`config.mk`:
```
export PLATFORM = sky130hd
export DESIGN_NAME = data_memory_param
export DESIGN_NICKNAME = d
export VERILOG_FILES = /design/src/rtl/dmem_pkg.sv /design/src/rtl/dmem_lane_align.sv /design/src/rtl/data_memory_param.sv
export SDC_FILE = /design/constraint.sdc
export NUM_CORES = 2
export LEC_CHECK = 0
export CORE_MARGIN = 8
export CORE_UTILIZATION = 55
export CTS_CLUSTER_SIZE = 28
export DETAILED_ROUTE_END_ITERATION = 8
export PLACE_DENSITY = 0.7
export SLEW_MARGIN = 40
export SYNTH_ARGS = -nofsm -noshare
export SYNTH_HDL_FRONTEND = slang
export SYNTH_SLANG_ARGS = --single-unit
```
`constraint.sdc`:
```
create_clock -name clock_in -period 27.1 [get_ports clock_in]
set_clock_uncertainty 0.2 [all_clocks]
set_input_delay 2.71 -clock clock_in [delete_from_list [all_inputs] [get_ports clock_in]]
set_output_delay 2.71 -clock clock_in [all_outputs]
set_load 0.1 [all_outputs]
```
`src/rtl/dmem_pkg.sv`:
```
// Shared encodings for the data memory: access sizes, init FSM states and
// the power-on content pattern.
package dmem_pkg;

    typedef enum logic [1:0] {
        SZ_BYTE = 2'b00,
        SZ_HALF = 2'b01,
        SZ_WORD = 2'b10,
        SZ_RSVD = 2'b11
    } size_e;

    typedef enum logic {
        ST_INIT = 1'b0,
        ST_IDLE = 1'b1
    } state_e;

    // Mode 1 seeds each word with its own index; any other mode clears it.
    function automatic logic [31:0] init_word(input int mode, input logic [31:0] idx);
        return (mode == 1) ? idx : 32'd0;
    endfunction

endpackage

```
`src/rtl/dmem_lane_align.sv`:
```
// Byte-lane steering between the CPU's right-aligned data and the memory word:
// store byte enables / shifted data, and load extraction with sign/zero extend.
module dmem_lane_align
    import dmem_pkg::*;
#(
    parameter int DATA_W = 32,
    parameter int LB     = $clog2(DATA_W / 8)
) (
    input  logic [1:0]          i_size,
    input  logic [LB-1:0]       i_lo,
    input  logic                i_unsigned,
    input  logic [DATA_W-1:0]   i_wdata,
    input  logic [DATA_W-1:0]   i_rword,
    output logic [DATA_W/8-1:0] o_be,
    output logic [DATA_W-1:0]   o_wdata,
    output logic [DATA_W-1:0]   o_rdata
);

    localparam int NB = DATA_W / 8;

    logic [LB+2:0]     w_shamt;
    logic [DATA_W-1:0] w_rsh;
    logic              w_sgn8;
    logic              w_sgn16;

    assign w_shamt = {i_lo, 3'b000};
    assign o_wdata = i_wdata << w_shamt;
    assign w_rsh   = i_rword >> w_shamt;
    assign w_sgn8  = ~i_unsigned & w_rsh[7];
    assign w_sgn16 = ~i_unsigned & w_rsh[15];

    // Reserved size yields no enables; the top rejects it anyway.
    always_comb begin
        o_be    = '0;
        o_rdata = w_rsh;
        case (size_e'(i_size))
            SZ_BYTE: begin
                o_be    = NB'(1) << i_lo;
                o_rdata = {{(DATA_W-8){w_sgn8}}, w_rsh[7:0]};
            end
            SZ_HALF: begin
                o_be    = NB'(3) << i_lo;
                o_rdata = {{(DATA_W-16){w_sgn16}}, w_rsh[15:0]};
            end
            SZ_WORD: begin
                o_be    = '1;
                o_rdata = w_rsh;
            end
            default: begin
                o_be    = '0;
                o_rdata = w_rsh;
            end
        endcase
    end

endmodule

```
`src/rtl/data_memory_param.sv`:
```
// Parametrised data RAM with byte/half/word access, registered loads,
// request validation and a sequential power-on init FSM.
module data_memory_param
    import dmem_pkg::*;
#(
    parameter int DATA_W    = 32,
    parameter int DEPTH     = 128,
    parameter int INIT_MODE = 1
) (
    input  logic              clock_in,
    input  logic              reset,
    input  logic [31:0]       address,
    input  logic [DATA_W-1:0] writeData,
    input  logic              memWrite,
    input  logic              memRead,
    input  logic [1:0]        size,
    input  logic              load_unsigned,
    output logic [DATA_W-1:0] readData,
    output logic              rd_valid,
    output logic              busy,
    output logic              err
);

    localparam int NB = DATA_W / 8;
    localparam int LB = $clog2(NB);
    localparam int AW = $clog2(DEPTH);
    localparam int HI = AW + LB;

    logic [DATA_W-1:0] r_mem [DEPTH];
    state_e            r_state;
    logic [AW-1:0]     r_init_ptr;
    logic              r_busy;
    logic [DATA_W-1:0] r_rdata;
    logic              r_rd_valid;
    logic              r_err;

    logic [AW-1:0]     w_idx;
    logic [LB-1:0]     w_lo;
    logic              w_oor;
    logic              w_misalign;
    logic              w_req;
    logic              w_ok;
    logic              w_idle;
    logic              w_st;
    logic              w_ld;
    logic              w_rej;
    logic [NB-1:0]     w_be;
    logic [DATA_W-1:0] w_wdata_sh;
    logic [DATA_W-1:0] w_rdata_ext;
    logic [DATA_W-1:0] w_rword;

    assign w_idx      = address[HI-1:LB];
    assign w_lo       = address[LB-1:0];
    assign w_oor      = |address[31:HI];
    assign w_misalign = ((size == SZ_HALF) && address[0]) ||
                        ((size == SZ_WORD) && (|w_lo));
    assign w_req      = memRead | memWrite;
    assign w_ok       = (memRead ^ memWrite) && !w_oor && !w_misalign && (size != SZ_RSVD);
    assign w_idle     = (r_state == ST_IDLE);
    assign w_st       = w_idle & w_ok & memWrite;
    assign w_ld       = w_idle & w_ok & memRead;
    assign w_rej      = w_idle & w_req & ~w_ok;
    assign w_rword    = r_mem[w_idx];

    dmem_lane_align #(
        .DATA_W (DATA_W),
        .LB     (LB)
    ) u_align (
        .i_size     (size),
        .i_lo       (w_lo),
        .i_unsigned (load_unsigned),
        .i_wdata    (writeData),
        .i_rword    (w_rword),
        .o_be       (w_be),
        .o_wdata    (w_wdata_sh),
        .o_rdata    (w_rdata_ext)
    );

    // Contents survive reset; the init sequence is what rewrites them.
    always_ff @(posedge clock_in) begin
        if (!reset) begin
            if (r_state == ST_INIT) begin
                r_mem[r_init_ptr] <= DATA_W'(init_word(INIT_MODE, 32'(r_init_ptr)));
            end else if (w_st) begin
                for (int b = 0; b < NB; b++) begin
                    if (w_be[b]) r_mem[w_idx][b*8 +: 8] <= w_wdata_sh[b*8 +: 8];
                end
            end
        end
    end

    always_ff @(posedge clock_in) begin
        if (reset) begin
            r_state    <= ST_INIT;
            r_init_ptr <= '0;
            r_busy     <= 1'b1;
            r_rdata    <= '0;
            r_rd_valid <= 1'b0;
            r_err      <= 1'b0;
        end else begin
            r_rd_valid <= w_ld;
            r_err      <= w_rej;
            if (w_ld) r_rdata <= w_rdata_ext;
            case (r_state)
                ST_INIT: begin
                    r_init_ptr <= r_init_ptr + 1'b1;
                    if (r_init_ptr == AW'(DEPTH - 1)) begin
                        r_state <= ST_IDLE;
                        r_busy  <= 1'b0;
                    end
                end
                default: begin
                    r_state <= ST_IDLE;
                    r_busy  <= 1'b0;
                end
            endcase
        end
    end

    assign readData = r_rdata;
    assign rd_valid = r_rd_valid;
    assign busy     = r_busy;
    assign err      = r_err;

endmodule

```
* Word-level counts from Yosys, hierarchy flattened
Memory sizes are Yosys's and may differ from the RTL's.
Index checks and enable logic that the tools add are counted.
W data, S select, Z words.
** Cells by class
- Add/subtract/negate cells :: 1
- Mux-type cells :: 32
- Multiply operators :: 0
- $lt $le $gt $ge :: 0
- Div/mod/pow operators :: 0
- Bitwise operators :: 11
- Reduce and logical (&&, ||, !) cells :: 13
- Eq/ne operators :: 4
- Shift-type cells :: 4
** Operators by type and width (number)
- $pmux W32 S2 :: 1
- $mux W32 :: 1
- $reduce_or A32 Y1 :: 1
- $shl A32 B5 Y32 :: 1
- $shr A32 B5 Y32 :: 1
- $mux W1 :: 27
- $reduce_or A23 Y1 :: 1
- $pmux W4 S3 :: 1
- $add A7 B1 Y7 const B :: 1
- $and A1 B1 Y1 :: 7
- $eq A7 B7 Y1 const B :: 1
- $mux W7 :: 1
- $logic_and A1 B1 Y1 :: 5
- $mux W4 :: 1
- $shl A1 B2 Y4 const A :: 1
- $shl A2 B2 Y4 const A :: 1
- $eq A2 B1 Y1 const B :: 1
- $eq A2 B2 Y1 const B :: 1
- $logic_not A1 Y1 :: 2
- $logic_not A2 Y1 :: 1
- $ne A2 B2 Y1 const B :: 1
- $not A1 Y1 :: 2
- $reduce_bool A2 Y1 :: 1
- $reduce_or A2 Y1 :: 1
- 3 further kinds :: 3
** Storage, ports and cells
- ROM bits :: 0
- Register bits after elaboration :: 43
- Word-level logic and storage cells :: 72
- Memories :: 1
- Memory bits (writable) :: 4096
- Bits in latches :: 0
- Output and inout bits :: 35
** Memory list
- r_mem :: depth 128, width 32, read ports 1, clocked after Yosys merged registers in 0, wr ports 1, line data_memory_param.sv:29 : logic [DATA_W-1:0] r_mem [DEPTH];

* Depth between registers and ports, before layout
- Depth after elaboration :: 14
- Depth in mapped cells :: 16

* Hierarchy
From an unflattened synthesis, not the netlist that was laid out.
** Unflattened totals
- Cells, all modules :: 6993
- Area, all modules :: 162549.6 um2
** By module, submodules not included
- data_memory_param :: area each 161223.4 um2, cells each 6776, instances 1
- dmem_lane_align :: area each 1326.3 um2, cells each 217, instances 1

* Least setup slack after synthesis
Ideal clock, no wire load.
- Path type :: input port to flip-flop
- Start :: input memWrite
- End :: memory r_mem[0][29], data pin
- Data arrival time :: 9.760 ns
- Setup slack :: 15.912 ns
- Path buffers :: 3
- Stages on the path :: 10
- Data required time :: 25.672 ns
- Path through :: inv_1 ha_1 nor4b_1 nand4_1 a211oi_2 nand3_1 clkbuf_1 buf_1 buf_1 a211oi_1
** Between the ends
- Longest elaborated chain between the ends :: 12
- Elaborated cells on any way between the ends :: 24
- Those cells by class :: mux: 17; bitwise: 3; reduce/logical: 4
** RTL lines
- from (decl) :: line data_memory_param.sv:14 : input logic memWrite,
- $xor A1 B1 Y1 :: line data_memory_param.sv:58 : assign w_ok = (memRead ^ memWrite) && !w_oor && !w_misalign && (size != SZ_RSVD);
- $logic_and A1 B1 Y1 (3 in series) :: line data_memory_param.sv:58
- $and A1 B1 Y1 :: line data_memory_param.sv:60 : assign w_st = w_idle & w_ok & memWrite;
- $and A1 B1 Y1 (*) :: line data_memory_param.sv:60
- $mux W1 :: line data_memory_param.sv:84 : end else if (w_st) begin
- $mux W1 :: line data_memory_param.sv:82 : if (r_state == ST_INIT) begin
- $mux W1 :: line data_memory_param.sv:81 : if (!reset) begin
- $mux W1 (implied by the code) :: line data_memory_param.sv:86 : if (w_be[b]) r_mem[w_idx][b*8 +: 8] <= w_wdata_sh[b*8 +: 8];
- $reduce_or A32 Y1 (no source line) (*)
- $mux W32 (no source line) (*)
- to (decl) :: line data_memory_param.sv:29
Mark *: on every way between the ends. The rest lies on a longest branch, timed or not.

* Worst setup path after layout
- Start :: input address[2]
- End :: register r_rdata[27] (netlist: readData[27])
** Between the ends
- Longest elaborated chain between the ends :: 4
- Elaborated cells on any way between the ends :: 5
- Those cells by class :: shift: 1; mux: 1; bitwise: 2; memory: 1
** RTL lines
- from (decl) :: line data_memory_param.sv:12 : input logic [31:0] address,
- $mem_v2 Z128 W32 (*)
- $shr A32 B5 Y32 (*) :: line dmem_lane_align.sv:28 : assign w_rsh = i_rword >> w_shamt;
- $and A1 B1 Y1 (on tied branches) :: line dmem_lane_align.sv:30, dmem_lane_align.sv:29
- $pmux W32 S2 (*) :: line dmem_lane_align.sv:36 : case (size_e'(i_size))
- to (signal assigned) :: line data_memory_param.sv:103 : if (w_ld) r_rdata <= w_rdata_ext;
- to (decl) :: line data_memory_param.sv:33 : logic [DATA_W-1:0] r_rdata;
Marked as above.
A chain may end at the register's enable or synchronous reset.

==> metrics <==
prevailing post-synth register cell=edfxtp_1; register area=124,000 sq um; post-synthesis instance area=162,000 sq um; CP Launch Type=input port; peak supply drop=59.3 uV; CP Class=input port to flop; status=complete, no violations; Hold Vio Cnt, Final=0; Leak=52.5 nW; dominant cell type by area after synthesis=edfxtp_1; die area=312,000 sq um; post-cts resize count=0; Worst-Skew Late Latency=0.94 ns; Setup Fix Bufs, Post-CTS=0; drt first pass iters=8; CTS root buf=clkbuf_16; routed via count=81,800; post-placement worst setup slack=17.11 ns; PortBufs=105; Worst-path clk slew=0.06 ns; DP Wirelength=269,000 microns; Final setup viols=0; FFs w/ async S/R, synth=0%; DRC errors left=0; multi-input logic area=36,100 sq um; CTS buffer count=406; final net count=7,907; Top Ports=106; TNS Setup=0 ns; slew margin rel.=34.1%; CP dominant cell by count=buf_4; Total Power=13.0 mW; GRT overflow=0; DR WL/cell=35.8 microns; TritonCTS clock tree=done; DIE HEIGHT=559 microns; worst path bufs/invs=6; top post-synthesis cells by area=edfxtp_1 (76%), mux4_2 (15%), nor2_1 (1.5%); CTS H-tree depth=5; fmax=115 MHz; Final min period=8.68 ns; fillers=19,600; hold bufs inserted after CTS=0; core area=294,000 sq um; Synth Warn #=0; routed vias/inst=6.76; top cell type's share of synthesized area=75.9%; post-route ant nets=0; CTS max path bufs=4; EDFF count, synth=4,096; vias in the first global route=81,000; clk sinks=4,139; gr usage total=27.2%; max incr delay on CP=0.69 ns; critical-path cell list=buf_16, buf_6, buf_12, buf_4, buf_4, buf_4, mux4_2, nand2_1, nand3_1, nand4_1, nand4_1, a31oi_1, o41ai_2, nor2_2, a211oi_1; P&R area growth vs syn=11.5%; fin crit share=32.0%; post-synthesis sequential area ratio=76.4%; CP top delay family=buffers and inverters; Cells after Synth=7,564; CP Data Arrival Time=9.24 ns; RSZ-0062 raised after global routing=false; Total Wirelength=433,000 microns; Final WS setup=18.42 ns; Worst path slowest cell=nor2_2; worst slew pin tran=0.988 ns; share of layout cells above drive strength 1=26.3%; largest net degree at the start of global routing=101; post-synthesis sequential element count=4,139; Worst EP required=27.66 ns; Mapped Nets=7,637; Detailed Route Iter0 Violations=12,400; power density cells=71.6 nW/um^2; Synth cell types=90; Starting Density=55.2%; Max-Cap Viols=0; Cell Rows=199; Hold Path Class=flop to flop; Max Slew Vio Count=0; gpl congestion=0.938; first-pass GRT wire length=612,000 microns; Max FO, Critical Path=82; Die X=559 microns; average size of a mapped cell=21.4 sq um; Hold Slack=0.277 ns; antenna violations before repair=20; crit path capture type=flop
## flip-flops by register name (all words and copies together), names as in the netlist
| signal | flops |
|---|---|
| r_init_ptr | 7 |
| readData | 32 |
| rd_valid | 1 |
| r_state | 1 |
| err | 1 |
| r_mem | 4096 |
| busy | 1 |
## Yosys cell counts (all sizes together) (22+ instances only)
cell    instances
a211oi         58
a21oi          73
a22o           37
a22oi         128
a31oi          28
buf           286
clkbuf        189
dfxtp          43
edfxtp       4096
mux2           22
mux2i         160
mux4         1079
nand2         193
nand3          45
nor2          649
nor2b          32
nor3           31
o21ai          71
o22ai          77
## where the power goes
| group | leakage, nW | switching, mW | internal [mW] |
|---|---|---|---|
| registers | 34.9 | 0.00479 | 6.95 |
| logic | 11.4 | 0.345 | 0.179 |
| clock network | 6.21 | 2.38 | 3.09 |
## logic make-up (layout without fill, tap and decap cells)
logic type,Yosys count,after routing,share of synthesized area (%)
mux,1261,1261,16.2
other cells,0,24,0
simple gates,1069,1069,2.80
fa+ha+maj,2,2,0.0154
compound gates,597,597,2.64
xor+xnor,6,6,0.0324
buf+inv,490,1083,1.94
flops,4139,4139,76.4
## cell usage in the layout, fill, tap and decap left out, types with 15 or more instances in the layout
master,instances
a31oi_4,15
o221ai_1,15
a211oi_1,38
bufinv_16,32
nor2_4,21
nor2_1,538
clkdlybuf4s50_1,58
clkinv_2,72
clkbuf_16,412
nand3_1,43
dfxtp_1,43
a22o_1,30
clkinv_1,97
a22oi_1,128
buf_6,32
edfxtp_1,4096
nor2b_1,26
diode_2,24
nand4_1,21
clkbuf_1,84
nor3_1,31
buf_4,199
buf_2,24
mux4_1,18
nor2_2,90
mux2_2,22
o211ai_1,18
o21ai_0,56
o22ai_1,75
a21oi_1,71
mux4_2,1061
mux2i_1,160
nand2_1,179
## final timing paths
kind | from | endpoint | slack (ns) | depth (start not counted)
hold / removal | readData[7]$_SDFFE_PP0P_ | readData[7]$_SDFFE_PP0P_ | 0.28 | 2
setup / recovery | address[2] | readData[27]$_SDFFE_PP0P_ | 18.42 | 15
hold reg to reg | readData[7]$_SDFFE_PP0P_ | readData[7]$_SDFFE_PP0P_ | 0.28 | 2
setup reg to reg | r_state$_SDFF_PP0_ | r_mem[114][31]$_DFFE_PP_ | 21.96 | 6
## per-stage QoR
| stage | util (%) | instances | area (sq um) |
|---|---|---|---|
| after floorplan | - | 7564 | 162000 |
| after global placement | 56.9 | 11300 | 167000 |
| after detailed placement | 57.1 | 11300 | 168000 |
| after CTS | 61.4 | 12100 | 180000 |
| after global routing | 61.6 | 12100 | 181000 |
| final | 61.6 | 12100 | 181000 |
## tightest hold or removal path, stage by stage, from the launching register on
cell,delay (ns)
dfxtp_1,0.32
nand2_1,0.05
a21oi_1,0.06
## layout make-up
cell class / count / share of cell area, %
flip-flops and latches: 4139 / 68.5
well taps: 3919 / 2.71
multi-input cells: 2935 / 19.9
clock buffers: 496 / 5.88
inverters: 10 / 0.0263
diodes: 24 / 0.0332
repair buffers: 342 / 1.73
clock inverters: 235 / 1.18
## per-layer routing
| layer | wire, microns | track usage [%] | up-vias |
|---|---|---|---|
| li1 | - | - | 32200 |
| met1 | 156000 | 36.8 | 43300 |
| met2 | 203000 | 41.7 | 5323 |
| met3 | 46300 | 6.17 | 994 |
| met4 | 27700 | 14.5 | 6 |
| met5 | 43 | 0 | - |
No activity file was read; power rests on OpenSTA's default activity.
